`src/rtl/instr_sequencer.sv`:
```
// Multicycle sequencer: accepts one 16-bit instruction over valid/ready and walks it
// through DECODE, READ, EXEC, WRITE, DONE, driving register-bank and ALU controls.
module instr_sequencer #(
  parameter int RF_LAT  = 1,
  parameter int ALU_LAT = 1
) (
  input  logic        clk,
  input  logic        rst_n,
  input  logic [15:0] instr,
  input  logic        instr_valid,
  output logic        instr_ready,
  output logic [3:0]  reg_a_addr,
  output logic [3:0]  reg_b_addr,
  output logic [3:0]  reg_c_addr,
  output logic [3:0]  alu_op,
  output logic [15:0] imm,
  output logic        imm_sel,
  input  logic [15:0] alu_result,
  output logic [15:0] wr_data,
  output logic        reg_we,
  output logic        busy,
  output logic        done,
  output logic        illegal,
  output logic [15:0] retired_cnt
);

  typedef enum logic [2:0] {IDLE, DECODE, READ, EXEC, WRITE, DONE} state_t;

  state_t      r_state, w_state_next;
  logic [2:0]  r_cnt, w_cnt_next;
  logic [15:0] r_instr;
  logic [3:0]  r_reg_a, r_reg_b, r_reg_c, r_alu_op;
  logic [15:0] r_imm, r_wr_data, r_retired_cnt;
  logic        r_imm_sel, r_reg_we, r_done, r_illegal;
  logic        w_accept, w_illegal_op, w_itype;

  assign w_accept     = (r_state == IDLE) && instr_valid;
  assign w_illegal_op = (r_instr[15:12] > 4'd10);
  assign w_itype      = (r_instr[15:12] >= 4'd6);

  always_comb begin
    w_state_next = r_state;
    w_cnt_next   = r_cnt;
    case (r_state)
      IDLE:   if (instr_valid) w_state_next = DECODE;
      DECODE: begin
        if (w_illegal_op) begin
          w_state_next = DONE;
        end else begin
          w_state_next = READ;
          w_cnt_next   = 3'(RF_LAT - 1);
        end
      end
      READ: begin
        if (r_cnt == 3'd0) begin
          w_state_next = EXEC;
          w_cnt_next   = 3'(ALU_LAT - 1);
        end else begin
          w_cnt_next = r_cnt - 3'd1;
        end
      end
      EXEC: begin
        if (r_cnt == 3'd0) w_state_next = WRITE;
        else               w_cnt_next   = r_cnt - 3'd1;
      end
      WRITE:   w_state_next = DONE;
      DONE:    w_state_next = IDLE;
      default: w_state_next = IDLE;
    endcase
  end

  // Strobes are computed from the next state so they are registered yet aligned to it.
  always_ff @(posedge clk) begin
    if (!rst_n) begin
      r_state       <= IDLE;
      r_cnt         <= '0;
      r_instr       <= '0;
      r_reg_a       <= '0;
      r_reg_b       <= '0;
      r_reg_c       <= '0;
      r_alu_op      <= '0;
      r_imm         <= '0;
      r_imm_sel     <= 1'b0;
      r_wr_data     <= '0;
      r_reg_we      <= 1'b0;
      r_done        <= 1'b0;
      r_illegal     <= 1'b0;
      r_retired_cnt <= '0;
    end else begin
      r_state   <= w_state_next;
      r_cnt     <= w_cnt_next;
      r_reg_we  <= (w_state_next == WRITE);
      r_done    <= (w_state_next == DONE);
      r_illegal <= (w_state_next == DONE) && (r_state == DECODE) && w_illegal_op;
      if (w_accept) r_instr <= instr;
      if ((r_state == DECODE) && !w_illegal_op) begin
        r_alu_op <= r_instr[15:12];
        r_reg_c  <= r_instr[11:8];
        r_reg_b  <= r_instr[3:0];
        if (w_itype) begin
          r_imm     <= {12'b0, r_instr[7:4]};
          r_imm_sel <= 1'b1;
          r_reg_a   <= 4'd0;
        end else begin
          r_imm     <= '0;
          r_imm_sel <= 1'b0;
          r_reg_a   <= r_instr[7:4];
        end
      end
      if ((r_state == EXEC) && (r_cnt == 3'd0)) r_wr_data <= alu_result;
      if ((r_state == DONE) && !r_illegal) r_retired_cnt <= r_retired_cnt + 16'd1;
    end
  end

  assign instr_ready = (r_state == IDLE);
  assign busy        = (r_state != IDLE);
  assign reg_a_addr  = r_reg_a;
  assign reg_b_addr  = r_reg_b;
  assign reg_c_addr  = r_reg_c;
  assign alu_op      = r_alu_op;
  assign imm         = r_imm;
  assign imm_sel     = r_imm_sel;
  assign wr_data     = r_wr_data;
  assign reg_we      = r_reg_we;
  assign done        = r_done;
  assign illegal     = r_illegal;
  assign retired_cnt = r_retired_cnt;

endmodule

```
`config.mk`:
```
export PLATFORM = sky130hd
export DESIGN_NAME = instr_sequencer
export DESIGN_NICKNAME = d
export VERILOG_FILES = /design/src/rtl/instr_sequencer.sv
export SDC_FILE = /design/constraint.sdc
export NUM_CORES = 1
export LEC_CHECK = 0
export CAP_MARGIN = 20
export CORE_MARGIN = 1.5
export CORE_UTILIZATION = 40
export DETAILED_ROUTE_END_ITERATION = 16
export GPL_ROUTABILITY_DRIVEN = 0
export PLACE_DENSITY = 0.79
export SKIP_LAST_GASP = 1
export SLEW_MARGIN = 20
export SYNTH_ARGS = -nofsm -noshare
export SYNTH_HDL_FRONTEND = slang
export SYNTH_SLANG_ARGS = --single-unit
```
`constraint.sdc`:
```
create_clock -name clk -period 1.75 [get_ports clk]
set_clock_uncertainty 0.05 [all_clocks]
set_input_delay 0.175 -clock clk [delete_from_list [all_inputs] [get_ports clk]]
set_output_delay 0.175 -clock clk [all_outputs]
set_load 0.005 [all_outputs]
```
==> implementation parameters, run 1 <==
Parameter                              Value

Yosys
  Area fraction of the dominant cell type after synthesis    0.493
  Proportion of register bits with asynchronous set or reset after synthesis    0
  Most frequent cells after synthesis    sky130_fd_sc_hd__nand2_1 (99), sky130_fd_sc_hd__dfxtp_1 (78), sky130_fd_sc_hd__a21oi_1 (61)
  Prevailing post-synth register cell    sky130_fd_sc_hd__dfxtp_1
  Average cell area after synthesis    8.28 µm²
  Combinational family with the most area after synthesis    simple AND/OR/NAND/NOR gates
  Compound-Gate Fraction of Synth Area    0.147
  Cell with the most instances after synthesis    sky130_fd_sc_hd__nand2_1
  Share of synthesized cell area in and, or, nand and nor gates    0.244
  Sequential element share of the synthesized area    0.493
  Multiplexer fraction of the synthesized cell area    0.00316
  Xor/xnor share of the synthesized area    0.0277
  Cells taking the most area after synthesis    sky130_fd_sc_hd__dfxtp_1 (49%), sky130_fd_sc_hd__nand2_1 (12%), sky130_fd_sc_hd__a21oi_1 (9.6%)
  Post-synthesis share of cell area spent on full adders, half adders and majority gates    0.0119
  Post-synthesis cell count    382
  Yosys synthesis warning count    0
  Library cell occupying the most area in the post-synthesis netlist    sky130_fd_sc_hd__dfxtp_1
  EDFF count, synth    0
  Synthesis-stage register bit count    78
  Count of distinct cell types in the synthesized netlist    45
  Combined area of all synthesized cells    3160 µm²

Routing
  Total Wirelength    7.94 mm
  Vias per cell    4.98
  Routed len/inst    13.4 µm
  First-pass iteration count of the detailed router    4
  Remaining design rule violation count    0
  Antenna viol nets, final    0
  Iteration-0 DRC count of the detailed router    128
  Vias post-DR    2,957

Floorplanning
  Effective utilization at floorplan    0.412
  Die outline height    91.9 µm
  Total die area    8450 µm²
  Die extent in x    91.9 µm
  Core footprint    7690 µm²
  Boundary pin count    105
  Number of core rows    32

Pwr
  Internal power component    3.34 mW
  Switching fraction of total power    0.285
  Pwr dens    1030 nW/µm²
  Net Switching    1.33 mW
  Part of the total power dissipated in combinational logic    0.251
  Reg power frac    0.433
  IR Drop Worst-Case VDD    560 µV
  Static leakage power    1.62 nW
  Overall power    4.67 mW
  Clk pwr share    0.316

Setup path
  CP Capture Type    register
  Stage delay of the slowest cell on the critical path    0.49 ns
  Worst-path fanout max    10
  CP Capture Point    retired_cnt[15]
  Slowest stage cell on the critical path    sky130_fd_sc_hd__or4_1
  CP cell instances    buf_12 > and4bb_2 > nand2_2 > or4_1 > a21oi_1
  Category of the worst setup path launch point    register
  Cell depth of the worst flop-to-flop path    5
  End of the worst register-to-register path    retired_cnt[15]
  Data arrival at the endpoint of the critical path    1.93 ns
  Classification of the worst setup path    register to register
  Worst Path Required    1.97 ns
  Worst Setup SP    r_state[1]
  R2r setup slk    0.04 ns
  Source of the worst register-to-register timing path    r_state[1]

Job
  Max-Cap Viols    0

Clock network
  Clock tree sinks    78
  Maximum level of the CTS H-tree    3
  Root cell of the clock tree    sky130_fd_sc_hd__clkbuf_8
  Worst skew pair latency    0.34 ns
  TritonCTS clock tree    done
  Cts bufs inserted    9
  Clock transition time at the flip-flop clock pins of the worst setup and hold paths    0.08 ns
  Number of buffers inserted for hold repair after clock tree synthesis    0
  Maximum count of clock buffers along a single path    2

GRT
  Overall global routing resource usage    0.193
  Number of global-route vias before repair    2,896
  Overflow after GRT    0
  Wire length of the first global-routing pass    13.0 mm
  Number of antenna violations at the first check in global routing    0
  Pin count of the biggest net entering global routing    33

Placed design
  Number of buffer cells added on primary ports    92
  Post-DP Area    4210 µm²
  Detailed Place HPWL    5.60 mm

Layout
  Multi-input logic area    1450 µm²
  Fillcell total    711
  Design area    4550 µm²
  Fraction of layout cells with a size suffix above 1    0.118
  Final net count    525
  Area added between synthesis and finish    43.7%
  Antenna diodes    0
  Sequential cell area    1570 µm²

STA
  Fmax achieved    585 MHz
  # setup viols final    0
  Worst-Margin Slew    0.613 ns
  Period Utilization, post-route    0.977
  Max-Slew Margin vs Limit    0.591
  Hold Fails Final Rpt    0
  Final Max Tran Viols    0
  Setup repair after global routing missed its margin    true
  Minimum clock period    1.71 ns

Outcome
  Outcome    finished, final reports clean

Hold path
  Hold/Removal Path Class    primary input to register
-- kinds of logic (layout without fill, tap and decap cells) --
family / count (synthesis) / in the layout
compound gates: 82 / 82
xor+xnor: 10 / 10
fa+ha+maj: 3 / 3
buf+inv: 41 / 140
flops: 78 / 78
mux: 1 / 1
other cells: 1 / 12
simple gates: 166 / 166
-- flip-flops by register name, summed over array words and instances, names as in the netlist --
signal	count
retired_cnt	16
r_cnt	3
r_state	3
wr_data	16
reg_we	1
illegal	1
reg_a_addr	4
r_instr	16
reg_c_addr	4
imm	4
imm_sel	1
alu_op	4
done	1
reg_b_addr	4
-- how the worst min path moves through the flow --
stage                     slack [ns]            end   startpoint  cells after the start
after floorplan                 0.26     r_instr[0]     instr[0]                      2
after global placement          0.39  reg_c_addr[2]  r_instr[10]                      2
after detailed placement        0.40      alu_op[0]    alu_op[0]                      2
after CTS                       0.31    r_instr[11]    instr[11]                      3
after global routing            0.33     r_instr[1]     instr[1]                      3
final                           0.32     r_instr[9]     instr[9]                      3
-- cell type report --
| type | count | share of cell area |
|---|---|---|
| clock buffers | 10 | 0.0303 |
| repair buffers | 116 | 0.251 |
| multi-input cells | 274 | 0.319 |
| clock inverters | 6 | 0.0187 |
| inverters | 8 | 0.00661 |
| well taps | 102 | 0.0281 |
| flip-flops and latches | 78 | 0.346 |
-- through the flow --
stage	hold slack [ns]	worst slack, ns	TNS (ns)	cells	util
detailed placement	0.396	-0.0510	-0.180	572	0.547
global route	0.327	-0.0833	-0.115	594	0.591
CTS	0.309	-0.00107	-0.00107	594	0.588
finish	0.324	0.0405	0	594	0.591
floorplan	0.261	0.109	0	393	-
global placement	0.390	0.0290	0	572	0.547
-- what timing repair did --
item / in CTS / in global routing
resized for setup: 10 / 6
pin swaps: 2 / 4
buffers inserted: 6 / 0
endpoints found under the setup margin: 26 / 28
-- layout by cell type, fill, tap and decap left out, drive strengths merged, types with 7 or more instances in the layout --
cell | netlist | final
nand2 | 100 | 100
a21oi | 61 | 61
buf | 23 | 24
clkbuf | 10 | 10
xor2 | 7 | 7
clkdlybuf4s50 | 0 | 91
dfxtp | 78 | 78
conb | 1 | 12
o21ai | 10 | 10
inv | 8 | 8
nand3 | 11 | 11
nor2 | 16 | 16
-- per-layer routing --
layer / vias to the layer above / track usage / wire [µm]
met5: - / 0 / 0
met4: 0 / 0.105 / 221
met3: 20 / 0.0431 / 449
met2: 96 / 0.330 / 3860
met1: 1370 / 0.222 / 3410
li1: 1471 / - / -
-- critical path, delay by kind of cell, from the launching register on --
kind                   cells  cell delay, ns
AO/OA/AOI/OAI              1            0.16
flip-flops                 1            0.36
AND/OR/NAND/NOR            3            0.94
buffers and inverters      1            0.13
-- power groups by stage --
stage | clock network (mW) | logic (mW) | registers (mW)
CTS | 1.51 | 1.13 | 2.02
floorplan | 0 | 0.643 | 2.03
finish | 1.48 | 1.17 | 2.02
global route | 1.59 | 1.30 | 2.04
global placement | 0 | 0.955 | 2.06
detailed placement | 0 | 0.985 | 2.07
No activity file was read; power rests on OpenSTA's default activity.
==> run 2, diff against run 1 <==
Settings changed: ABC_CLOCK_PERIOD_IN_PS set to 1750, CTS_BUF_LIST set to sky130_fd_sc_hd__clkbuf_8 sky130_fd_sc_hd__clkbuf_16.
==> results of run 2 <==
No change in the layout: final DEF, timing and power equal those of run 1.
==> run 3, diff against run 2 <==
Settings changed: MAX_ROUTING_LAYER set to met4.
==> run 3 against run 2 <==
  * Critical path depth unchanged
  * Sequential share of layout area unchanged
  * Final cell count is the same
  * Utilization did not move
  * Critical path type unchanged
  * Largest cell class unchanged
==> implementation parameters, run 3 (synthesis gave the netlist of run 1 again) <==
Parameter                              Value

GRT
  Number of global-route vias before repair    2,894
  Wire length of the first global-routing pass    13.0 mm
  Pin count of the biggest net entering global routing    33
  Overall global routing resource usage    0.198
  Number of antenna violations at the first check in global routing    0
  Overflow after GRT    0

Layout
  Design area    4550 µm²
  Sequential cell area    1570 µm²
  Final net count    525
  Multi-input logic area    1450 µm²
  Area added between synthesis and finish    43.7%
  Highest-count cells in the layout ignoring fill and taps    sky130_fd_sc_hd__nand2_1 (98), sky130_fd_sc_hd__clkdlybuf4s50_1 (91), sky130_fd_sc_hd__dfxtp_1 (74)
  Commonest non-fill, non-tap cell in the layout    sky130_fd_sc_hd__nand2_1
  Share of the core filled with cells    0.591
  Fillcell total    711
  Antenna diodes    0
  Fraction of layout cells with a size suffix above 1    0.118

Setup path
  Data arrival at the endpoint of the critical path    1.93 ns
  Cell depth of the worst flop-to-flop path    5
  CP cell instances    buf_12 > and4bb_2 > nand2_2 > or4_1 > a21oi_1
  Worst-path fanout max    10
  CP Capture Type    register
  R2r setup slk    0.04 ns
  Worst Path Required    1.97 ns
  Count of buffer and inverter cells on the critical path    1
  Source of the worst register-to-register timing path    r_state[1]
  Stage delay of the slowest cell on the critical path    0.49 ns
  Classification of the worst setup path    register to register
  Slowest stage cell on the critical path    sky130_fd_sc_hd__or4_1
  End of the worst register-to-register path    retired_cnt[15]
  Category of the worst setup path launch point    register
  Cell family with the largest share of critical-path delay    simple AND/OR/NAND/NOR gates

Clock network
  Cts bufs inserted    9
  Worst skew pair latency    0.34 ns
  Clock transition time at the flip-flop clock pins of the worst setup and hold paths    0.08 ns
  Number of buffers inserted for hold repair after clock tree synthesis    0
  TritonCTS clock tree    done
  Clock tree sinks    78
  Maximum level of the CTS H-tree    3
  Maximum count of clock buffers along a single path    2
  Root cell of the clock tree    sky130_fd_sc_hd__clkbuf_8

STA
  # setup viols final    0
  Hold Fails Final Rpt    0
  Max-Slew Margin vs Limit    0.571
  Final Max Tran Viols    0
  Fmax achieved    585 MHz
  Setup repair after global routing missed its margin    true
  Period Utilization, post-route    0.977
  Worst-Margin Slew    0.644 ns
  Min setup slack post-route    0.0408 ns
  Setup tns final    0 ns
  Minimum clock period    1.71 ns

Floorplanning
  Total die area    8450 µm²
  Core footprint    7690 µm²
  Effective utilization at floorplan    0.412
  Die outline height    91.9 µm
  Boundary pin count    105
  Number of core rows    32
  Die extent in x    91.9 µm

Outcome
  Outcome    finished, final reports clean

Routing
  Vias post-DR    2,968
  First-pass iteration count of the detailed router    4
  Antenna viol nets, final    0
  Iteration-0 DRC count of the detailed router    128
  Routed len/inst    13.4 µm
  Vias per cell    5.00
  Total Wirelength    7.94 mm
  Remaining design rule violation count    0

Job
  Max-Cap Viols    0

Hold path
  Worst hold path startpoint    instr[9]
  Cell count of the worst hold path    3
  Hold/Removal Path Class    primary input to register
  Capture endpoint of the worst hold path    r_instr[9]

Placed design
  Detailed Place HPWL    5.60 mm
  Worst Setup Slack post-DPL    -0.0510 ns
  Number of buffer cells added on primary ports    92
  Post-DP Area    4210 µm²

Pwr
  Pwr dens    1030 nW/µm²
  Static leakage power    1.62 nW
  IR Drop Worst-Case VDD    559 µV
==> run 3: cell counts in the layout (fill, tap and decap cells not counted) <==
Identical to the previous run, type by type.
==> run 3: how the worst max path moves through the flow <==
stage               startpoint         endpoint  slack [ns]  cells past startpoint
floorplan             r_cnt[0]         r_cnt[1]        0.11                      6
global placement    r_state[0]          imm_sel        0.03                      5
detailed placement    r_cnt[0]         r_cnt[1]       -0.05                      6
CTS                   r_cnt[0]         r_cnt[2]      -0.001                      7
global route        r_state[1]          imm_sel       -0.08                      6
finish              r_state[1]  retired_cnt[15]        0.04                      5
==> run 3: stage by stage <==
stage | total power [mW] | cells | hold WS [ns]
after floorplan | 2.67 | 393 | 0.261
after global placement | 3.02 | 572 | 0.390
after detailed placement | 3.06 | 572 | 0.396
after CTS | 4.66 | 594 | 0.309
after global routing | 4.92 | 594 | 0.327
final | 4.67 | 594 | 0.323
==> run 3: per-layer routing <==
metal  global-route usage  vias to the layer above  share of wire
met1                0.224                     1371           0.43
met2                0.330                      107           0.49
li1                     -                     1472              -
met4                0.105                        0          0.026
met5                    -                        -              0
met3               0.0390                       18          0.052
==> run 3: repair_timing <==
| action | in CTS | in global routing |
|---|---|---|
| cloned | 0 | 0 |
| buffers inserted | 6 | 0 |
| endpoints found under the setup margin | 26 | 28 |
| gates resized for setup | 10 | 6 |
| pin swaps | 2 | 4 |
==> run 3: cell type report <==
cell class / count / area share
sequential: 78 / 0.346
inverter: 8 / 0.00661
clock inverter: 6 / 0.0187
tap: 102 / 0.0281
clock buffer: 10 / 0.0303
timing repair buffer: 116 / 0.251
multi-input combinational: 274 / 0.319
==> run 3: worst reg2reg max path: cells and delay by family, from the launching register on <==
family	cells	cell delay (ns)
compound gates	1	0.16
flops	1	0.36
simple gates	3	0.94
buf+inv	1	0.13
==> run 3: power by group <==
part,internal [mW],switching (mW),total (mW)
Clock,0.836,0.640,1.48
Sequential,1.92,0.105,2.02
Combinational,0.590,0.584,1.17
